==> config.mk <==
export PLATFORM = sky130hd
export DESIGN_NAME = button_debounce_multi
export DESIGN_NICKNAME = d
export VERILOG_FILES = /design/src/rtl/button_debounce_multi_pkg.sv /design/src/rtl/button_debounce_multi_channel.sv /design/src/rtl/button_debounce_multi.sv
export SDC_FILE = /design/constraint.sdc
export NUM_CORES = 1
export LEC_CHECK = 0
export ABC_CLOCK_PERIOD_IN_PS = 3300
export CAP_MARGIN = 5
export CORE_MARGIN = 3
export CORE_UTILIZATION = 45
export CTS_BUF_LIST = sky130_fd_sc_hd__clkbuf_2 sky130_fd_sc_hd__clkbuf_4 sky130_fd_sc_hd__clkbuf_8
export DETAILED_ROUTE_END_ITERATION = 8
export PLACE_DENSITY = 0.68
export SYNTH_ARGS = -nofsm -noshare
export SYNTH_HDL_FRONTEND = slang
export SYNTH_SLANG_ARGS = --single-unit
==> constraint.sdc <==
create_clock -name clk -period 3.3 [get_ports clk]
set_clock_uncertainty 0.15 [all_clocks]
set_input_delay 0.66 -clock clk [delete_from_list [all_inputs] [get_ports clk]]
set_output_delay 0.66 -clock clk [all_outputs]
set_load 0.03 [all_outputs]
==> src/rtl/button_debounce_multi_pkg.sv <==
// Shared types and elaboration helpers for the multi-button debouncer.
// Holds the per-channel FSM encoding and the counter width helpers.
package button_debounce_multi_pkg;

  typedef enum logic [1:0] {
    RELEASED    = 2'd0,
    HELD_DELAY  = 2'd1,
    HELD_REPEAT = 2'd2
  } btn_state_t;

  // Bits needed to hold 0..value-1, never less than one bit.
  function automatic int clog2_min1(input int value);
    int w;
    w = 1;
    while ((64'd1 << w) < 64'(value)) w = w + 1;
    return w;
  endfunction

  function automatic int max_int(input int a, input int b);
    return (a > b) ? a : b;
  endfunction

endpackage

==> src/rtl/button_debounce_multi_channel.sv <==
// One button: 2-flop synchroniser, stable-level filter and auto-repeat FSM.
// The FSM state is held in 'state' so checkers can observe it hierarchically.
module debounce_channel
  import button_debounce_multi_pkg::*;
#(
  parameter int DEBOUNCE_CYCLES = 5000000,
  parameter int ACTIVE_LOW      = 1,
  parameter int REPEAT_DELAY    = 25000000,
  parameter int REPEAT_PERIOD   = 5000000
) (
  input  logic clk,
  input  logic rst,
  input  logic btn,
  input  logic repeat_en,
  output logic level,
  output logic press,
  output logic press_next,
  output logic release_pulse
);

  localparam int DW = clog2_min1(DEBOUNCE_CYCLES);
  localparam int RW = clog2_min1(max_int(REPEAT_DELAY, REPEAT_PERIOD));
  localparam logic [DW-1:0] D_LAST     = DW'(DEBOUNCE_CYCLES - 1);
  localparam logic [RW-1:0] DELAY_LAST = RW'(REPEAT_DELAY - 1);
  localparam logic [RW-1:0] PERIOD_LAST = RW'(REPEAT_PERIOD - 1);
  localparam logic PIN_IDLE = (ACTIVE_LOW != 0);

  logic          s1;
  logic          s2;
  logic          raw;
  logic          differ;
  logic          accept_press;
  logic          accept_release;
  logic [DW-1:0] dcnt;
  logic [RW-1:0] rcnt;
  logic [RW-1:0] rcnt_next;
  logic          rep_fire;
  btn_state_t    state;
  btn_state_t    state_next;

  // raw is 1 when the synchronised pin reads "pressed".
  assign raw            = s2 ^ PIN_IDLE;
  assign differ         = (raw != level);
  assign accept_press   = differ && (dcnt == D_LAST) && raw;
  assign accept_release = differ && (dcnt == D_LAST) && !raw;

  always_ff @(posedge clk) begin
    if (rst) begin
      s1    <= PIN_IDLE;
      s2    <= PIN_IDLE;
      level <= 1'b0;
      dcnt  <= '0;
    end else begin
      s1 <= btn;
      s2 <= s1;
      if (!differ) begin
        dcnt <= '0;
      end else if (dcnt == D_LAST) begin
        level <= raw;
        dcnt  <= '0;
      end else begin
        dcnt <= dcnt + DW'(1);
      end
    end
  end

  always_ff @(posedge clk) begin
    if (rst) begin
      state <= RELEASED;
      rcnt  <= '0;
    end else begin
      state <= state_next;
      rcnt  <= rcnt_next;
    end
  end

  always_comb begin
    state_next = state;
    rcnt_next  = rcnt;
    rep_fire   = 1'b0;
    case (state)
      RELEASED: begin
        if (accept_press) begin
          state_next = HELD_DELAY;
          rcnt_next  = '0;
        end
      end
      HELD_DELAY: begin
        if (!repeat_en) begin
          rcnt_next = '0;
        end else if (rcnt == DELAY_LAST) begin
          rep_fire   = 1'b1;
          rcnt_next  = '0;
          state_next = HELD_REPEAT;
        end else begin
          rcnt_next = rcnt + RW'(1);
        end
      end
      HELD_REPEAT: begin
        if (!repeat_en) begin
          rcnt_next  = '0;
          state_next = HELD_DELAY;
        end else if (rcnt == PERIOD_LAST) begin
          rep_fire  = 1'b1;
          rcnt_next = '0;
        end else begin
          rcnt_next = rcnt + RW'(1);
        end
      end
      default: begin
        state_next = RELEASED;
        rcnt_next  = '0;
      end
    endcase
    // A release accepted on the same cycle a repeat falls due suppresses it.
    if (accept_release && (state != RELEASED)) begin
      state_next = RELEASED;
      rcnt_next  = '0;
      rep_fire   = 1'b0;
    end
  end

  assign press_next = accept_press | rep_fire;

  always_ff @(posedge clk) begin
    if (rst) begin
      press         <= 1'b0;
      release_pulse <= 1'b0;
    end else begin
      press         <= press_next;
      release_pulse <= accept_release;
    end
  end

endmodule

==> src/rtl/button_debounce_multi.sv <==
// N_BTN independent debounced buttons with press/release pulses and auto-repeat.
// 'release' is a reserved word in SystemVerilog, so that output is release_pulse.
module button_debounce_multi
  import button_debounce_multi_pkg::*;
#(
  parameter int N_BTN           = 4,
  parameter int DEBOUNCE_CYCLES = 5000000,
  parameter int ACTIVE_LOW      = 1,
  parameter int REPEAT_DELAY    = 25000000,
  parameter int REPEAT_PERIOD   = 5000000
) (
  input  logic             clk,
  input  logic             rst,
  input  logic [N_BTN-1:0] btn_in,
  input  logic             repeat_en,
  output logic [N_BTN-1:0] level,
  output logic [N_BTN-1:0] press,
  output logic [N_BTN-1:0] release_pulse,
  output logic             press_any
);

  logic [N_BTN-1:0] press_next;

  for (genvar i = 0; i < N_BTN; i++) begin : g_ch
    debounce_channel #(
      .DEBOUNCE_CYCLES(DEBOUNCE_CYCLES),
      .ACTIVE_LOW     (ACTIVE_LOW),
      .REPEAT_DELAY   (REPEAT_DELAY),
      .REPEAT_PERIOD  (REPEAT_PERIOD)
    ) u_ch (
      .clk          (clk),
      .rst          (rst),
      .btn          (btn_in[i]),
      .repeat_en    (repeat_en),
      .level        (level[i]),
      .press        (press[i]),
      .press_next   (press_next[i]),
      .release_pulse(release_pulse[i])
    );
  end

  // Registered from the same next-press terms so it lines up with press.
  always_ff @(posedge clk) begin
    if (rst) begin
      press_any <= 1'b0;
    end else begin
      press_any <= |press_next;
    end
  end

endmodule
**Word-level counts from Yosys, hierarchy flattened**

Cells that the tools add are included.

- Input bits: 7
- Register bits after elaboration: 221
- Output and inout port bits: 13

- Bitwise operators: 12
- Multiplexer cells: 65
- $add $sub $neg: 8
- Eq/ne operators: 40
- Reductions and logical operators: 41

Operator list:

| cell | count |
|---|---|
| two-way mux 25 bit | 20 |
| case mux 25 bit (3 select lines) | 4 |
| adder 25 x 1 -> 25 bit, second input constant | 4 |
| equality test 25 x 23 -> 1 bit, second input constant | 4 |
| equality test 25 bit, second input constant | 4 |
| adder 23 x 1 -> 23 bit, second input constant | 4 |
| equality test 23 bit, second input constant | 4 |
| two-way mux 2 bit | 13 |
| case mux 2 bit (3 select lines) | 4 |
| two-way mux 1 bit | 20 |
| logical AND 1 bit | 16 |
| != test 2 x 1 -> 1 bit, second input constant | 8 |
| != test 2 bit, second input constant | 8 |
| AND reduction 4 bit | 4 |
| OR reduction 3 bit | 4 |
| equality test 2 x 1 -> 1 bit, second input constant | 4 |
| equality test 2 bit, second input constant | 4 |
| zero test 2 bit | 4 |
| NOT 1 bit | 8 |
| case mux 1 bit (2 select lines) | 4 |
| AND reduction 2 bit | 4 |
| nonzero test 2 bit | 4 |
| OR reduction 2 bit | 4 |
| != test 1 bit | 4 |
| 2 further kinds | 5 |

**Depth between registers and ports, before layout**

Gate-level depths: netlist of the first run.

- Depth after elaboration: 8
- Mapped depth: 10
- Mapped depth without buffers: 8

**Modules after synthesis**

Synthesis of the first run repeated with hierarchy kept, for this count alone.

- Cells, all modules: 1366
- Area total of the unflattened synthesis: 11197.0 um^2

Modules (own cells, without submodules):

| module | times used | area an instance (um^2) | sequential area each (um^2) | cells each |
|---|---|---|---|---|
| debounce_channel at g_ch[0].u_ch ... | 3 | 2781.4 | 1101.1 | 341 |
| debounce_channel at g_ch[3].u_ch | 1 | 2822.7 | 1101.1 | 340 |
| button_debounce_multi | 1 | 30.0 | 20.0 | 3 |

**Least setup slack after synthesis of the first run**

No wires, ideal clock.

- Path kind: flip-flop to flip-flop
- Start point: register g_ch[3].u_ch.dcnt[0]
- End point: register g_ch[3].u_ch.rcnt[22]
- Stages on the path, launching flop included: 9
- Arrival time: 2.513 ns
- Slack: 0.522 ns
- Setup time: 0.115 ns
- Required time: 3.035 ns
- Cell sequence: dfxtp_1 > ha_1 > nand3_1 > or4_1 > or2_2 > o41ai_1 > o21bai_1 > buf_4 > nor2_1

- Cells in the longest elaborated chain, start to end: 5

Ends and longest elaborated chain:

| what | RTL line | source |
|---|---|---|
| start: declaration | button_debounce_multi_channel.sv:34 | `logic [DW-1:0] dcnt;` |
| start signal: assignment | button_debounce_multi_channel.sv:62 | `dcnt <= dcnt + DW'(1);` |
| equality test 23 bit (*) | button_debounce_multi_channel.sv:44, button_debounce_multi_channel.sv:45 |  |
| logical AND 1 bit (*) | button_debounce_multi_channel.sv:44, button_debounce_multi_channel.sv:45 |  |
| logical AND 1 bit | button_debounce_multi_channel.sv:45 | `assign accept_release = differ && (dcnt == D_LAST) && !raw;` |
| logical AND 1 bit | button_debounce_multi_channel.sv:116 | `if (accept_release && (state != RELEASED)) begin` |
| OR reduction 2 bit (no source line) | -- |  |
| end signal: assignment | button_debounce_multi_channel.sv:73 | `rcnt <= rcnt_next;` |
| end: declaration | button_debounce_multi_channel.sv:35 | `logic [RW-1:0] rcnt;` |

Mark *: on every way between the ends. The rest lies on a longest branch, timed or not.
A chain may end at the register's enable or synchronous reset.

**Worst setup path in the final report of the first run**

Ends and elaborated chain as after synthesis.

==> results of run 1 <==
## how the worst max path moves through the flow
stage,from,end,cells past startpoint
final,g_ch[3].u_ch.dcnt[0],g_ch[3].u_ch.rcnt[22],7
after floorplan,g_ch[3].u_ch.dcnt[0],g_ch[3].u_ch.rcnt[22],8
after global placement,g_ch[3].u_ch.dcnt[0],g_ch[3].u_ch.rcnt[22],7
after CTS,g_ch[3].u_ch.dcnt[0],g_ch[3].u_ch.rcnt[22],7
after detailed placement,g_ch[3].u_ch.dcnt[0],g_ch[3].u_ch.rcnt[22],7
after global routing,g_ch[3].u_ch.dcnt[0],g_ch[3].u_ch.rcnt[22],7
## layout make-up
type	count	area share (%)
Clock buffer	57	6.20
Clock inverter	9	0.862
Inverter	38	1.18
Multi-Input combinational cell	961	48.9
Sequential cell	221	36.7
Tap cell	313	3.25
Timing Repair Buffer	39	2.83
## power by group
part / leakage (nW) / switching (mW) / internal, mW
Combinational: 1.67 / 0.0462 / 0.0217
Sequential: 1.78 / 0.00497 / 2.67
Clock: 0.443 / 1.13 / 1.61
## synth_stat cells (all sizes together), types with 4 or more instances
master,n
a211oi,4
a21oi,24
a31oi,5
and2,7
and3,33
and4,10
and4b,5
buf,20
clkbuf,32
dfxtp,221
ha,24
inv,37
mux2i,4
nand2,101
nand3,68
nand4,62
nand4b,6
nand4bb,4
nor2,237
nor3,29
nor4,45
nor4b,14
nor4bb,4
o211ai,5
o21ai,14
o21bai,4
o31ai,8
o41a,4
o41ai,8
or2,13
or3,11
or4,11
xnor2,99
xor2,72
## state kept, by name, summed over array words and instances, names as in the netlist
signal and flops:
g_ch.u_ch.press 4, g_ch.u_ch.s1 4, press_any 1, g_ch.u_ch.rcnt 100, g_ch.u_ch.dcnt 92, g_ch.u_ch.level 4, g_ch.u_ch.state 8, g_ch.u_ch.s2 4
g_ch.u_ch.release_pulse 4
## per-stage QoR
stage	hold slack (ns)	total power, mW	utilization, %	setup WS [ns]
after floorplan	0.239	2.78	-	0.522
after global placement	0.243	2.81	48.7	0.448
after detailed placement	0.243	2.81	48.7	0.368
after CTS	0.256	5.57	52.4	0.262
after global routing	0.269	5.70	52.4	0.0795
final	0.256	5.48	52.4	0.281
## kinds of logic after synthesis
family / share of synthesized area [%]
adder cells (fa/ha/maj): 2.81
flip-flops: 41.3
multiplexers: 0.479
AND/OR/NAND/NOR: 31.7
buffers and inverters: 3.76
XOR/XNOR: 14.0
AO/OA/AOI/OAI: 5.89
## layer usage
layer	part of all wire, %	vias to the layer above	track usage, %	wire [um]
met5	0	-	0	0
met2	45	166	28.6	10000
li1	-	4499	-	-
met3	4.4	45	3.42	981
met1	49	4114	23.4	10800
met4	2.1	0	5.68	468
==> summary.txt, run 1 <==
status -> completed
slowest stage delay, CP -> 0.68 ns
synthesis-to-finish area growth -> 12.5%
worst min path class -> register to register
initial antenna violation count -> 0
non-filler instance count after layout -> 1,638
TNS Setup -> 0 ns
Clock Latency Late Sink -> 0.54 ns
reg-to-reg critical path endpoint -> g_ch[3].u_ch.rcnt[22]
CTS Root Cell -> clkbuf_8
FP Rows -> 55
Primary FF master, synth -> dfxtp_1
number of synthesized flops with an enable pin -> 0
largest net degree at the start of global routing -> 25
vias in the first global route -> 8,427
synth warn -> 0
Initial Utilization -> 46.6%
max-cap violations -> 0
Sinks on Clock Net -> 221
Post-CTS Setup Inserts -> 0
asr flop ratio synth -> 0%
reg-to-reg slack, setup -> 0.28 ns
Critical-path top delay cell -> o41a_1
Final period util -> 91.5%
hold wc startpoint -> g_ch[2].u_ch.s1
reg-to-reg startpoint -> g_ch[3].u_ch.dcnt[0]
DPL Wire Length -> 15.1 mm
clock buffer depth -> 3
Mean Syn Cell Area -> 8.42 sq um
cts hold-fix bufs -> 0
Netlist cell types -> 61
post-route ant nets -> 0
multi-input logic area -> 5890 sq um
DR vias -> 8,824
die area -> 25,700 sq um
Setup CP Type -> register to register
Period minus WS final -> 3.02 ns
initial detailed-routing violation count -> 680
worst path required time -> 3.56 ns
aggregate global-route resource usage -> 17.6%
first-pass GRT wire length -> 39.3 mm
Fill cells -> 2,205
dominant cells by area after synthesis -> dfxtp_1 (41%), nor2_1 (8.3%), xnor2_1 (8.1%), xor2_1 (5.9%), nand4_1 (3.6%)
CTS resizes -> 0
Horiz. Die Dim -> 160 um
PwrDens -> 455 nW/um^2
Min-Delay Endpoint -> g_ch[2].u_ch.s2
post-synth top area cell -> dfxtp_1
routability cong. -> 0.820
Worst-path clk slew -> 0.06 ns
net count after synthesis -> 1,303
total CTS buffers -> 39
worst path buffer plus inverter count -> 0
vias per inst -> 5.39
Slew @ Worst Pin -> 0.781 ns
Lkg Pwr -> 3.89 nW
Finished Cell Area -> 12,000 sq um
WL final -> 22.3 mm
Highest Clock Rate -> 331 MHz
Area after DPL -> 11,200 sq um
synthesized area -> 10,700 sq um
worst hold stages -> 1
Placed Cells -> 1,572
type of origin of the critical path -> register
number of diodes -> 0
Final Hold Fails -> 0
final net count -> 1,331
WL/cell -> 13.6 um
sequential-to-total area share from yosys stat -> 41.3%
Max FO, Critical Path -> 18
most frequent cells in the layout -> nor2_1 (237), dfxtp_1 (221), nand2_1 (101)
Worst IR Drop VDD -> 309 uV
RSZ-0062 raised after global routing -> false
first-pass iteration count of the detailed router -> 5
max-slew violation count -> 0
Synth Register Bits -> 221
Synth top area share -> 41.3%
crit-path cells -> ha_1, nand3_1, or4_1, o41a_1, nor4b_1, xnor2_1, nor2_1
layout cells sized above 1 -> 8.08%
Critical Path AT -> 3.28 ns
port buffer count -> 19
# setup viols final -> 0
TritonCTS clock tree -> yes
Core Footprint -> 23,000 sq um
Die H -> 160 um
Worst path top cell family by delay -> simple AND/OR/NAND/NOR gates
DRC viols -> 0
cell count after synthesis -> 1,272
commonest non-fill, non-tap cell in the layout -> nor2_1
CTS H-tree lvls -> 2
crit end category -> register
I/O pin count -> 20
flip-flop and latch area -> 4420 sq um
Worst slew margin -> 47.5%
GRT Residual Overflow -> 0
r2r worst-path depth -> 7
(Power assumes the default switching activity.)
==> run 2, diff against run 1 <==
--- a/config.mk
+++ b/config.mk
@@ -11,7 +11,7 @@
 export CORE_UTILIZATION = 45
 export CTS_BUF_LIST = sky130_fd_sc_hd__clkbuf_2 sky130_fd_sc_hd__clkbuf_4 sky130_fd_sc_hd__clkbuf_8
 export DETAILED_ROUTE_END_ITERATION = 8
-export PLACE_DENSITY = 0.68
+export PLACE_DENSITY_LB_ADDON = 0.05
 export SYNTH_ARGS = -nofsm -noshare
 export SYNTH_HDL_FRONTEND = slang
 export SYNTH_SLANG_ARGS = --single-unit
==> run 2 against run 1 <==
Effect of this change: global-route usage rose by 0.073 points; sequential power barely moved; sequential share of layout area shrank 0.065 points; hold slack got worse by 0.0019 ns; critical path depth stayed put; final area grew 0.18%; sequential cell count stayed put; worst setup slack improved by 0.067 ns; core utilization up 0.093 points; die area unchanged; non-clock buffer count up 2; maximum frequency grew 2.3%; largest cell class unchanged.
==> summary.txt, run 2 (synthesis results as in run 1) <==
crit-path cells -> ha_1, nand3_1, or4_1, o41a_1, nor4b_1, xnor2_1, nor2_1
max-cap violations -> 0 (unchanged)
type of origin of the critical path -> register
final worst slack -> 0.348 ns (+0.0672 ns)
DRC viols -> 0 (unchanged)
setup slack at placement -> 0.342 ns (-0.0260 ns)
# setup viols final -> 0 (unchanged)
Slew @ Worst Pin -> 0.760 ns (-0.0213 ns)
cts hold-fix bufs -> 0 (unchanged)
Worst Setup EP -> g_ch[3].u_ch.rcnt[22]
Setup CP Type -> register to register
Initial Utilization -> 46.6% (unchanged)
layout cells sized above 1 -> 8.70% (+0.63 points)
status -> completed
commonest non-fill, non-tap cell in the layout -> nor2_1
largest net degree at the start of global routing -> 26 (+4.0%)
Worst-path clk slew -> 0.05 ns (about the same)
FP Rows -> 55 (unchanged)
DPL Wire Length -> 15.7 mm (+4.1%)
CTS resizes -> 0 (unchanged)
synthesis-to-finish area growth -> 12.7%
Fin Hold WS -> 0.254 ns (-0.00187 ns)
Critical-path top delay cell -> o41a_1
Core Footprint -> 23,000 sq um (unchanged)
reg-to-reg slack, setup -> 0.35 ns (+0.07 ns)
CP Launch Point -> g_ch[3].u_ch.dcnt[0]
Final Hold Fails -> 0 (unchanged)
Worst slew margin -> 49.3% (+1.8 points)
slowest stage delay, CP -> 0.69 ns (about the same)
worst path required time -> 3.57 ns (about the same)
die area -> 25,700 sq um (unchanged)
Reg with most FFs -> g_ch.u_ch.rcnt
I/O pin count -> 20 (unchanged)
Worst IR Drop VDD -> 355 uV (+15%)
vias per inst -> 5.28 (-2.0%)
Lkg Pwr -> 3.92 nW (+0.66%)
WL final -> 23.1 mm (+3.6%)
crit end category -> register
max-slew violation count -> 0 (unchanged)
Clock Latency Late Sink -> 0.53 ns (about the same)
r2r worst-path depth -> 7 (unchanged)
final net count -> 1,335 (+0.30%)
WL/cell -> 14.0 um (+3.1%)
initial detailed-routing violation count -> 501 (-26%)
Highest Clock Rate -> 339 MHz (+2.3%)
routability cong. -> 0.802 (-2.2%)
met3 WL post-DR -> 846 um (-14%)
first-pass iteration count of the detailed router -> 6 (+1)
TritonCTS clock tree -> yes
reg-to-reg critical path endpoint -> g_ch[3].u_ch.rcnt[22]
aggregate global-route resource usage -> 17.6% (+0.073 points)
top routing layer in use -> met4
post-route ant nets -> 0 (unchanged)
clock buffer depth -> 3 (unchanged)
Sinks on Clock Net -> 221 (unchanged)
Final period util -> 89.4% (-2.0 points)
CTS H-tree lvls -> 2 (unchanged)
TNS Setup -> 0 ns (unchanged)
Post-CTS Setup Inserts -> 0 (unchanged)
PwrDens -> 452 nW/um^2 (-0.82%)
GRT Residual Overflow -> 0 (unchanged)
final core utilization -> 52.5% (+0.093 points)
DR vias -> 8,688 (-1.5%)
Die H -> 160 um (unchanged)
first-pass GRT wire length -> 39.1 mm (-0.56%)
total CTS buffers -> 41 (+5.1%)
most frequent cells in the layout -> nor2_1 (237), dfxtp_1 (221), nand2_1 (101)
WL met2 -> 10.3 mm (+2.9%)
Horiz. Die Dim -> 160 um (unchanged)
reg-to-reg startpoint -> g_ch[3].u_ch.dcnt[0]
Critical Path AT -> 3.22 ns (-0.06 ns)
worst min path class -> register to register
Max FO, Critical Path -> 18 (unchanged)
Period minus WS final -> 2.95 ns (-0.0672 ns)
Top Registers -> g_ch.u_ch.rcnt x100, g_ch.u_ch.dcnt x92, g_ch.u_ch.state x8
max reg flops -> 100 (unchanged)
CTS Root Cell -> clkbuf_8
wl on met1 -> 11.4 mm (+5.4%)
initial antenna violation count -> 0 (unchanged)
vias in the first global route -> 8,195 (-2.8%)
port buffer count -> 19 (unchanged)
RSZ-0062 raised after global routing -> false
total chip power -> 5.45 mW (-0.65%)
number of diodes -> 0 (unchanged)
[run 2: worst min-delay path by stage]
stage,startpoint,endpoint,slack (ns),depth (start not counted)
final,g_ch[3].u_ch.s1,g_ch[3].u_ch.s2,0.25,1
after global routing,g_ch[3].u_ch.s1,g_ch[3].u_ch.s2,0.27,1
after CTS,g_ch[3].u_ch.s1,g_ch[3].u_ch.s2,0.26,1
after detailed placement,g_ch[1].u_ch.s1,g_ch[1].u_ch.s2,0.25,1
after global placement,g_ch[0].u_ch.s1,g_ch[0].u_ch.s2,0.24,1
after floorplan,g_ch[0].u_ch.s1,g_ch[0].u_ch.s2,0.24,1
[run 2: through the flow]
| stage | area [sq um] | cells |
|---|---|---|
| finish | 12100 | 1646 |
| global route | 12100 | 1646 |
| CTS | 12100 | 1646 |
| detailed placement | 11200 | 1574 |
| global placement | 11200 | 1574 |
| floorplan | 10700 | 1272 |
[run 2: power by group]
part	leakage, nW	switching (mW)	internal [mW]
Sequential	1.78	0.00499	2.68
Clock	0.459	1.13	1.56
Combinational	1.68	0.0475	0.0234
[run 2: area by class of cell]
cell class              instances  area, sq um
well taps                     313          392
inverters                      38          143
repair buffers                 41          355
clock inverters                12         87.6
flip-flops and latches        221         4420
fillers                      2254        10900
clock buffers                  60          763
multi-input cells             961         5900
[run 2: critical path: cells and delay by family, from the launching register on]
family	cells	cell delay (ns)
compound gates	1	0.69
xor+xnor	1	0.17
simple gates	4	1.24
fa+ha+maj	1	0.21
flops	1	0.36
[run 2: metal layers]
layer  global-route usage, %  vias to the layer above
met2                    28.7                      118
met5                       0                        -
met3                    3.37                       46
met4                    5.52                        0
li1                        -                     4507
met1                    23.7                     4017
==> run 3, diff against run 2 <==
--- a/config.mk
+++ b/config.mk
@@ -11,7 +11,7 @@
 export CORE_UTILIZATION = 45
 export CTS_BUF_LIST = sky130_fd_sc_hd__clkbuf_2 sky130_fd_sc_hd__clkbuf_4 sky130_fd_sc_hd__clkbuf_8
 export DETAILED_ROUTE_END_ITERATION = 8
-export PLACE_DENSITY_LB_ADDON = 0.05
+export PLACE_DENSITY = 0.57
 export SYNTH_ARGS = -nofsm -noshare
 export SYNTH_HDL_FRONTEND = slang
 export SYNTH_SLANG_ARGS = --single-unit
==> run 3 against run 2 <==
Effect of this change: core utilization is 0.32 points lower; non-clock buffer count shrank 1; global-route usage is 0.069 points higher; largest cell class unchanged; clock power fell by 5%; cell count down 0.49%; first-iteration DRC count up 3.4%; clock-buffer cell count increased by 2; critical path type unchanged.
==> summary.txt, run 3 (synthesis results as in run 1) <==
status -> completed
total CTS buffers -> 41 (unchanged)
commonest non-fill, non-tap cell in the layout -> nor2_1
routability cong. -> 0.775 (-3.5%)
Initial Utilization -> 46.6% (unchanged)
Final period util -> 88.3% (-1.2 points)
port buffer count -> 19 (unchanged)
WL/cell -> 13.9 um (-0.83%)
worst path required time -> 3.57 ns (about the same)
number of diodes -> 0 (unchanged)
reg-to-reg critical path endpoint -> g_ch[3].u_ch.rcnt[14]
DR vias -> 8,669 (-0.22%)
CTS H-tree lvls -> 2 (unchanged)
Reg with most FFs -> g_ch.u_ch.rcnt
Horiz. Die Dim -> 160 um (unchanged)
max reg flops -> 100 (unchanged)
Min-Delay Endpoint -> g_ch[3].u_ch.s2
Clock Latency Late Sink -> 0.54 ns (about the same)
post-route ant nets -> 0 (unchanged)
Final Hold Fails -> 0 (unchanged)
DPL Wire Length -> 15.6 mm (-0.98%)
reg-to-reg slack, setup -> 0.39 ns (+0.04 ns)
Worst-path clk slew -> 0.06 ns (about the same)
Highest Clock Rate -> 343 MHz (+1.3%)
Worst IR Drop VDD -> 269 uV (-24%)
vias per inst -> 5.29 (+0.27%)
final core utilization -> 52.2% (-0.32 points)
worst hold stages -> 1 (unchanged)
synthesis-to-finish area growth -> 12.0%
Fill cells -> 2,295 (+1.8%)
TritonCTS clock tree -> yes
type of origin of the critical path -> register
FP Rows -> 55 (unchanged)
Worst slew margin -> 50.4% (+1.0 points)
layout cells sized above 1 -> 8.15% (-0.55 points)
CTS Root Cell -> clkbuf_8
Lkg Pwr -> 3.87 nW (-1.3%)
Max FO, Critical Path -> 18 (unchanged)
r2r worst-path depth -> 7 (unchanged)
crit end category -> register
initial antenna violation count -> 0 (unchanged)
aggregate global-route resource usage -> 17.7% (+0.069 points)
total chip power -> 5.31 mW (-2.6%)
RSZ-0062 raised after global routing -> false
CTS resizes -> 0 (unchanged)
max-slew violation count -> 0 (unchanged)
Top Registers -> g_ch.u_ch.rcnt x100, g_ch.u_ch.dcnt x92, g_ch.u_ch.state x8
Period minus WS final -> 2.91 ns (-0.0386 ns)
reg-to-reg startpoint -> g_ch[3].u_ch.dcnt[0]
vias in the first global route -> 8,313 (+1.4%)
first-pass iteration count of the detailed router -> 4 (-2)
final net count -> 1,334 (-0.075%)
Critical Path AT -> 3.19 ns (-0.03 ns)
Post-CTS Setup Inserts -> 0 (unchanged)
Setup CP Type -> register to register
hold wc startpoint -> g_ch[3].u_ch.s1
Slew @ Worst Pin -> 0.744 ns (-0.0153 ns)
I/O pin count -> 20 (unchanged)
most frequent cells in the layout -> nor2_1 (237), dfxtp_1 (221), nand2_1 (101)
max-cap violations -> 0 (unchanged)
# setup viols final -> 0 (unchanged)
initial detailed-routing violation count -> 518 (+3.4%)
GRT Residual Overflow -> 0 (unchanged)
PwrDens -> 443 nW/um^2 (-2.0%)
WL final -> 22.8 mm (-1.3%)
clock buffer depth -> 3 (unchanged)
worst min path class -> register to register
first-pass GRT wire length -> 39.3 mm (+0.51%)
DRC viols -> 0 (unchanged)
Die H -> 160 um (unchanged)
Core Footprint -> 23,000 sq um (unchanged)
largest net degree at the start of global routing -> 26 (unchanged)
cts hold-fix bufs -> 0 (unchanged)
die area -> 25,700 sq um (unchanged)
Sinks on Clock Net -> 221 (unchanged)
TNS Setup -> 0 ns (unchanged)
run 3: final cells by class:
cell class / count / area, sq um / share of cell area, %
repair buffers: 40 / 348 / 2.90
inverters: 38 / 143 / 1.19
clock inverters: 3 / 20.0 / 0.167
clock buffers: 62 / 766 / 6.39
well taps: 313 / 392 / 3.27
flip-flops and latches: 221 / 4420 / 36.9
multi-input cells: 961 / 5900 / 49.2
run 3: where the power goes:
group          internal [mW]  total [mW]  switching (mW)  leakage (nW)
Combinational         0.0214      0.0679          0.0464          1.67
Sequential              2.68        2.68         0.00517          1.78
Clock                   1.46        2.56            1.10         0.414
run 3: routing by layer:
layer  vias to the layer above  GRT usage (%)  routed length (um)
met5                         -              0                   0
li1                       4498              -                   -
met4                         0           5.40                 473
met3                        37           3.61                 975
met2                       122           29.2               10200
met1                      4012           23.4               11100
run 3: worst max-delay path, cell delays in order (launching register included):
cell,delay [ns]
dfxtp_1,0.36
ha_1,0.21
nand3_1,0.09
or4_1,0.62
o41a_1,0.69
nor4b_1,0.47
xnor2_1,0.16
nor2_1,0.05
run 3: how the worst max path moves through the flow:
stage / from / end / slack (ns)
final: g_ch[3].u_ch.dcnt[0] / g_ch[3].u_ch.rcnt[14] / 0.39
after floorplan: g_ch[3].u_ch.dcnt[0] / g_ch[3].u_ch.rcnt[22] / 0.52
after detailed placement: g_ch[3].u_ch.dcnt[0] / g_ch[3].u_ch.rcnt[14] / 0.39
after global placement: g_ch[3].u_ch.dcnt[0] / g_ch[3].u_ch.rcnt[16] / 0.45
after CTS: g_ch[3].u_ch.dcnt[0] / g_ch[3].u_ch.rcnt[14] / 0.37
after global routing: g_ch[3].u_ch.dcnt[0] / g_ch[3].u_ch.rcnt[16] / 0.17
run 3: per-stage QoR:
| step | hold WS, ns | instance area [sq um] | setup WS (ns) | cells |
|---|---|---|---|---|
| after detailed placement | 0.243 | 11200 | 0.392 | 1573 |
| final | 0.254 | 12000 | 0.387 | 1638 |
| after CTS | 0.254 | 12000 | 0.373 | 1638 |
| after global placement | 0.243 | 11200 | 0.446 | 1573 |
| after floorplan | 0.239 | 10700 | 0.522 | 1272 |
| after global routing | 0.278 | 12000 | 0.171 | 1638 |
